`src/rtl/fifo_pkg.sv`:
```
// Shared types and constants for the synchronous FIFO family.
// The status struct gives the CSR block a single packed view of the FIFO flags.
package fifo_pkg;

  localparam int FIFO_MODE_STD  = 0;
  localparam int FIFO_MODE_FWFT = 1;

  typedef struct packed {
    logic full;
    logic almost_full;
    logic empty;
    logic almost_empty;
    logic overflow;
    logic underflow;
  } fifo_status_t;

endpackage

```
`src/rtl/fifo_mem_dp.sv`:
```
// DEPTH x DATA_WIDTH simple dual-port storage: synchronous write, asynchronous read.
module fifo_mem_dp #(
  parameter int DATA_WIDTH = 32,
  parameter int DEPTH      = 16,
  parameter int AW         = $clog2(DEPTH)
) (
  input  logic                  clk,
  input  logic                  we,
  input  logic [AW-1:0]         waddr,
  input  logic [DATA_WIDTH-1:0] wdata,
  input  logic [AW-1:0]         raddr,
  output logic [DATA_WIDTH-1:0] rdata
);

  logic [DATA_WIDTH-1:0] mem [DEPTH];

  always_ff @(posedge clk) begin
    if (we) mem[waddr] <= wdata;
  end

  assign rdata = mem[raddr];

endmodule

```
`src/rtl/fifo_sync_param.sv`:
```
// Parametrised single-clock FIFO with standard/FWFT read, occupancy, programmable
// almost-full/empty thresholds, synchronous flush and sticky error flags.
module fifo_sync_param
  import fifo_pkg::*;
#(
  parameter int DATA_WIDTH = 32,
  parameter int DEPTH      = 16,
  parameter int FWFT       = FIFO_MODE_STD,
  parameter int AF_THRESH  = DEPTH - 2,
  parameter int AE_THRESH  = 1,
  parameter int PTR_WIDTH  = $clog2(DEPTH)
) (
  input  logic                  clk,
  input  logic                  resetn,
  input  logic                  flush,
  input  logic                  wr_en,
  input  logic [DATA_WIDTH-1:0] data_in,
  output logic                  full,
  output logic                  almost_full,
  input  logic                  rd_en,
  output logic [DATA_WIDTH-1:0] data_out,
  output logic                  rd_valid,
  output logic                  empty,
  output logic                  almost_empty,
  output logic [PTR_WIDTH:0]    count,
  output logic                  overflow,
  output logic                  underflow,
  input  logic                  err_clr
);

  localparam logic [PTR_WIDTH:0] FULL_LVL = (PTR_WIDTH+1)'(DEPTH);
  localparam logic [PTR_WIDTH:0] AF_LVL   = (PTR_WIDTH+1)'(AF_THRESH);
  localparam logic [PTR_WIDTH:0] AE_LVL   = (PTR_WIDTH+1)'(AE_THRESH);

  if ((DEPTH < 2) || ((DEPTH & (DEPTH - 1)) != 0)) begin : g_bad_depth
    $error("fifo_sync_param: DEPTH must be a power of two >= 2");
  end
  if ((AF_THRESH < 1) || (AF_THRESH > DEPTH)) begin : g_bad_af
    $error("fifo_sync_param: AF_THRESH out of range 1..DEPTH");
  end
  if ((AE_THRESH < 0) || (AE_THRESH > DEPTH - 1)) begin : g_bad_ae
    $error("fifo_sync_param: AE_THRESH out of range 0..DEPTH-1");
  end
  if ((PTR_WIDTH != $clog2(DEPTH)) || (DATA_WIDTH < 1)) begin : g_bad_width
    $error("fifo_sync_param: PTR_WIDTH is derived, DATA_WIDTH must be >= 1");
  end
  if ((FWFT != FIFO_MODE_STD) && (FWFT != FIFO_MODE_FWFT)) begin : g_bad_mode
    $error("fifo_sync_param: FWFT must be 0 or 1");
  end

  logic [PTR_WIDTH-1:0]  wr_ptr, rd_ptr;
  logic [PTR_WIDTH:0]    cnt;
  logic                  ovf_q, unf_q;
  logic                  rd_acc, wr_acc;
  logic [DATA_WIDTH-1:0] mem_rdata;
  fifo_status_t          st;

  // Flags come from the registered count only, so no input reaches them combinationally.
  assign st.empty        = (cnt == '0);
  assign st.full         = (cnt == FULL_LVL);
  assign st.almost_full  = (cnt >= AF_LVL);
  assign st.almost_empty = (cnt <= AE_LVL);
  assign st.overflow     = ovf_q;
  assign st.underflow    = unf_q;

  assign {full, almost_full, empty, almost_empty, overflow, underflow} = st;
  assign count = cnt;

  // A full FIFO still takes a write when the same cycle pops a word.
  assign rd_acc = rd_en & ~st.empty;
  assign wr_acc = wr_en & (~st.full | rd_acc);

  always_ff @(posedge clk) begin
    if (!resetn || flush) begin
      wr_ptr <= '0;
      rd_ptr <= '0;
      cnt    <= '0;
    end else begin
      if (wr_acc) wr_ptr <= wr_ptr + 1'b1;
      if (rd_acc) rd_ptr <= rd_ptr + 1'b1;
      if (wr_acc && !rd_acc)      cnt <= cnt + 1'b1;
      else if (rd_acc && !wr_acc) cnt <= cnt - 1'b1;
    end
  end

  // A fresh error in the same cycle as err_clr keeps the flag set.
  always_ff @(posedge clk) begin
    if (!resetn) begin
      ovf_q <= 1'b0;
      unf_q <= 1'b0;
    end else begin
      ovf_q <= (ovf_q & ~err_clr) | (wr_en & ~wr_acc);
      unf_q <= (unf_q & ~err_clr) | (rd_en & st.empty);
    end
  end

  fifo_mem_dp #(
    .DATA_WIDTH(DATA_WIDTH),
    .DEPTH     (DEPTH),
    .AW        (PTR_WIDTH)
  ) u_mem (
    .clk  (clk),
    .we   (wr_acc & resetn & ~flush),
    .waddr(wr_ptr),
    .wdata(data_in),
    .raddr(rd_ptr),
    .rdata(mem_rdata)
  );

  if (FWFT == FIFO_MODE_FWFT) begin : g_fwft
    assign data_out = st.empty ? '0 : mem_rdata;
    assign rd_valid = ~st.empty;
  end else begin : g_std
    logic [DATA_WIDTH-1:0] dout_q;
    logic                  rv_q;

    always_ff @(posedge clk) begin
      if (!resetn || flush) begin
        dout_q <= '0;
        rv_q   <= 1'b0;
      end else begin
        rv_q <= rd_acc;
        if (rd_acc) dout_q <= mem_rdata;
      end
    end

    assign data_out = dout_q;
    assign rd_valid = rv_q;
  end

endmodule

```
`config.mk`:
```
export PLATFORM = sky130hd
export DESIGN_NAME = fifo_sync_param
export DESIGN_NICKNAME = d
export VERILOG_FILES = /design/src/rtl/fifo_pkg.sv /design/src/rtl/fifo_mem_dp.sv /design/src/rtl/fifo_sync_param.sv
export SDC_FILE = /design/constraint.sdc
export NUM_CORES = 1
export LEC_CHECK = 0
export ABC_AREA = 1
export CAP_MARGIN = 20
export CORE_MARGIN = 5
export CORE_UTILIZATION = 55
export DETAILED_ROUTE_END_ITERATION = 6
export PLACE_DENSITY = 0.79
export SKIP_LAST_GASP = 1
export SYNTH_ARGS = -nofsm -noshare
export SYNTH_HDL_FRONTEND = slang
export SYNTH_HIERARCHICAL = 1
export SYNTH_SLANG_ARGS = --single-unit
```
`constraint.sdc`:
```
create_clock -name clk -period 3.3 [get_ports clk]
set_input_delay 0.99 -clock clk [delete_from_list [all_inputs] [get_ports clk]]
set_output_delay 0.99 -clock clk [all_outputs]
set_load 0.01 [all_outputs]
```
==> out/qor.log, run 1 <==
qor: place.post-place-cells 2961
qor: clocking.post-cts-setup-buffers 0
qor: synthesis.ys_seq_area_share 67.7%
qor: clocking.cts_resized 0
qor: drt.ant_nets 0
qor: critical_path.crit_fanout 7
qor: clocking.cts_max_level 2
qor: power_and_ir_drop.vdd_ir_drop_max 0.000403 V
qor: drt.vias_per_cell 5.47
qor: drt.count_of_routing_violations_after_the_opening_detailed_route_iteration 2463
qor: worst_hold_path.min-delay-path-class reg2reg
qor: final_layout.antenna_cells 0
qor: final_layout.seqCellArea 0.0163 mm2
qor: clocking.postCtsHoldBufs 0
qor: final_layout.fillers 3121
qor: clocking.tritoncts yes
qor: power_and_ir_drop.power-per-cell-area 559 mW/mm2
qor: clocking.clock_insertion_delay_worst_skew 610 ps
qor: sta.finalHoldViolations 0
qor: status.outcome finished with violations
qor: drt.detail_route.wirelength 58600 um
qor: clocking.cts_root_buffer clkbuf_16
qor: power_and_ir_drop.p_total 15.5 mW
qor: place.gpl.final_weighted_congestion 0.909
qor: final_layout.flow.area_growth_from_synthesis 14.6%
qor: sta.fin_worst_hold_slack 476 ps
qor: synthesis.complex_gate_fraction_of_the_synthesized_area 1.09%
qor: critical_path.criticalPathCategory reg2out
qor: global_routing.groute.usage.overall 24.1%
qor: global_routing.number_of_global_route_vias_before_repair 16000
qor: drt.drtPass1Iterations 7
qor: global_routing.number_of_antenna_violations_at_the_first_check_in_global_routing 0
qor: drt.routed-via-count 16800
qor: sta.final.setup.tns 0 ps
qor: drt.detail_route.drc_violations 1
qor: place.dpl-instance-area 0.0258 mm2
qor: global_routing.grt_pass1_wl 88800 um
qor: sta.worst_slack 211 ps
qor: status.failed_checks design-rule violations
qor: floorplanning.die_w 219 um
qor: clocking.cts_inserted_buffers 54
qor: power_and_ir_drop.static-leakage-power 11.5 nW
qor: sta.setup-violations-final 0
qor: drt.drt-wirelength-per-cell 19.2 um
qor: synthesis.synth-warning-count 6
qor: critical_path.worst-endpoint-required 2310 ps
qor: synthesis.synth-seq-cells 560
qor: sta.worst-slew-pin-transition 933 ps
qor: place.pre_cts_ws 258 ps
qor: synthesis.yosysUniqueCellTypes 30
qor: critical_path.crit_path_capture_type primary output
qor: final_layout.final_layout_size_suffix_gt1_share 7.19%
qor: synthesis.synth_nets 2395
qor: synthesis.synth.mux.area_fraction 0%
qor: sta.worst_slew_margin_relative_to_its_limit 37.8%
qor: synthesis.synthesis.area 0.0241 mm2
qor: synthesis.synth_top_family_by_area simple AND/OR/NAND/NOR gates
qor: final_layout.multi_input_comb_area 0.00557 mm2
qor: global_routing.grt_remaining_overflow 0
qor: critical_path.cp-start-kind flop
qor: clocking.clock_path_buffers 3
qor: place.hpwl 35000 um
qor: sta.fmaxAchievable 0.324 GHz
qor: place.port_buffers 81
qor: floorplanning.std_cell_rows 76
qor: floorplanning.top_level_ports 82
qor: final_layout.num-nets-final 2478
qor: sta.finClkSkew 22.8 ps
qor: floorplanning.initial_core_utilization 55.7%
qor: synthesis.netlist_instances 2349
qor: sta.final-max-slew-violation-count 0
qor: synthesis.syn_area_per_cell 10.3 um2
qor: synthesis.yosys.area_share.simple 21.0%
qor: synthesis.adder_and_majority_cell_fraction_of_the_synthesized_area 0.415%
qor: clocking.worst_setup_hold_path_clk_slew 60 ps
qor: sta.rsz_0062_raised_after_global_routing no
qor: final_layout.fin_cells 3062
qor: floorplanning.dieHeight 219 um
qor: global_routing.grt_start_max_net_pins 145
qor: run.max_cap_viol_count 0
qor: synthesis.post_synth_xor_area_fraction 0.145%
qor: floorplanning.die_outline_area 0.0481 mm2
qor: critical_path.worst-endpoint-arrival 2100 ps
qor: floorplanning.coreArea 0.0433 mm2
qor: sta.timing.final.crit_share 93.6%
qor: final_layout.final_util 63.9%
qor: sta.post-route-min-period 3090 ps
qor: clocking.tritoncts_num_sinks 560
qor: final_layout.postLayoutCellArea 0.0276 mm2
[registers in the layout (all words and copies together), names as in the netlist]
signal	cells
u_mem/mem	512
data_out	32
count	5
rd_ptr	4
wr_ptr	4
overflow	1
rd_valid	1
underflow	1
[path summary, 6_finish.rpt]
path	from	end	slack [ps]	cells past startpoint
hold / removal	underflow$_SDFF_PN0_	underflow$_SDFF_PN0_	480	2
setup reg to reg	count[1]$_SDFFE_PP0P_	u_mem/mem[7][13]$_DFFE_PP_	910	10
hold reg to reg	underflow$_SDFF_PN0_	underflow$_SDFF_PN0_	480	2
setup / recovery	count[1]$_SDFFE_PP0P_	full	210	5
[where the power goes]
group	leakage, nW	switching (mW)	internal, mW
registers	5.00	0.0448	7.80
logic	5.55	0.845	0.402
clock network	0.903	2.60	3.77
total	11.5	3.49	12.0
[area by class of cell]
| type | count | area share (%) |
|---|---|---|
| clock inverters | 33 | 1.39 |
| clock buffers | 68 | 5.30 |
| repair buffers | 144 | 5.78 |
| flip-flops and latches | 560 | 59.2 |
| inverters | 406 | 5.54 |
| well taps | 585 | 2.65 |
| multi-input cells | 1266 | 20.2 |
[cells by family (layout without fill, tap and decap cells)]
group           count (synthesis)  in the layout
xor+xnor                        4              4
flops                         560            560
buf+inv                       523            651
simple gates                 1204           1204
compound gates                 50             50
fa+ha+maj                       8              8
[cells in the mapped netlist]
cell      count  share of area [%]
nand2_1     699                 11
edfxtp_1    512                 64
inv_1       402                6.3
nand3_1     393                8.2
nor2_1       99                1.5
dfxtp_1      48                4.0
buf_2        44               0.91
o21ai_0      35               0.73
buf_6        31                1.4
buf_1        14               0.22
clkbuf_1     14               0.22
buf_4        12               0.37
a21oi_1       8               0.17
ha_1          8               0.42
o21ai_1       4              0.083
inv_2         3              0.047
nand2_2       3              0.078
nand3b_1      3              0.093
nand4_1       3              0.078
a21oi_2       2              0.073
xnor2_1       2              0.073
xor2_1        2              0.073
buf_12        1              0.083
buf_8         1              0.062
inv_4         1              0.026
nand3_2       1              0.042
nor2_4        1              0.047
o211a_1       1              0.042
or2_1         1              0.026
or2_2         1              0.026
[per-layer routing]
metal | part of all wire, % | wire length (um) | track usage [%] | vias to the layer above
li1 | - | - | - | 7745
met1 | 39 | 22800 | 33.7 | 7905
met2 | 47 | 27400 | 38.6 | 975
met3 | 12 | 6950 | 5.52 | 135
met4 | 2.5 | 1490 | 6.76 | 0
met5 | 0 | 0 | 0 | -
[critical path: stages (launching register included)]
cell	delay, ps
dfxtp_1	370
inv_1	160
ha_1	220
nand2_1	60
nor2_1	120
clkdlybuf4s50_1	550
[cell usage in the layout (no fill, tap or decap), drive strengths merged]
cell / n
buf: 63
o21ai: 39
nor2: 100
nand3: 394
edfxtp: 512
nand2: 702
bufinv: 8
clkdlybuf4s50: 81
o211a: 1
xor2: 2
clkbuf: 68
dfxtp: 48
inv: 406
ha: 8
nand3b: 3
clkinvlp: 2
a21oi: 10
nand4: 3
clkinv: 23
or2: 2
xnor2: 2
Power figures use the tool's default switching activity.
==> inputs of run 2 (changes only) <==
--- a/config.mk
+++ b/config.mk
@@ -6,7 +6,7 @@
 export NUM_CORES = 1
 export LEC_CHECK = 0
 export ABC_AREA = 1
-export CAP_MARGIN = 20
+export ABC_CLOCK_PERIOD_IN_PS = 3300
 export CORE_MARGIN = 5
 export CORE_UTILIZATION = 55
 export DETAILED_ROUTE_END_ITERATION = 6
==> results of run 2 <==
No change in the layout: final DEF, timing and power equal those of run 1.
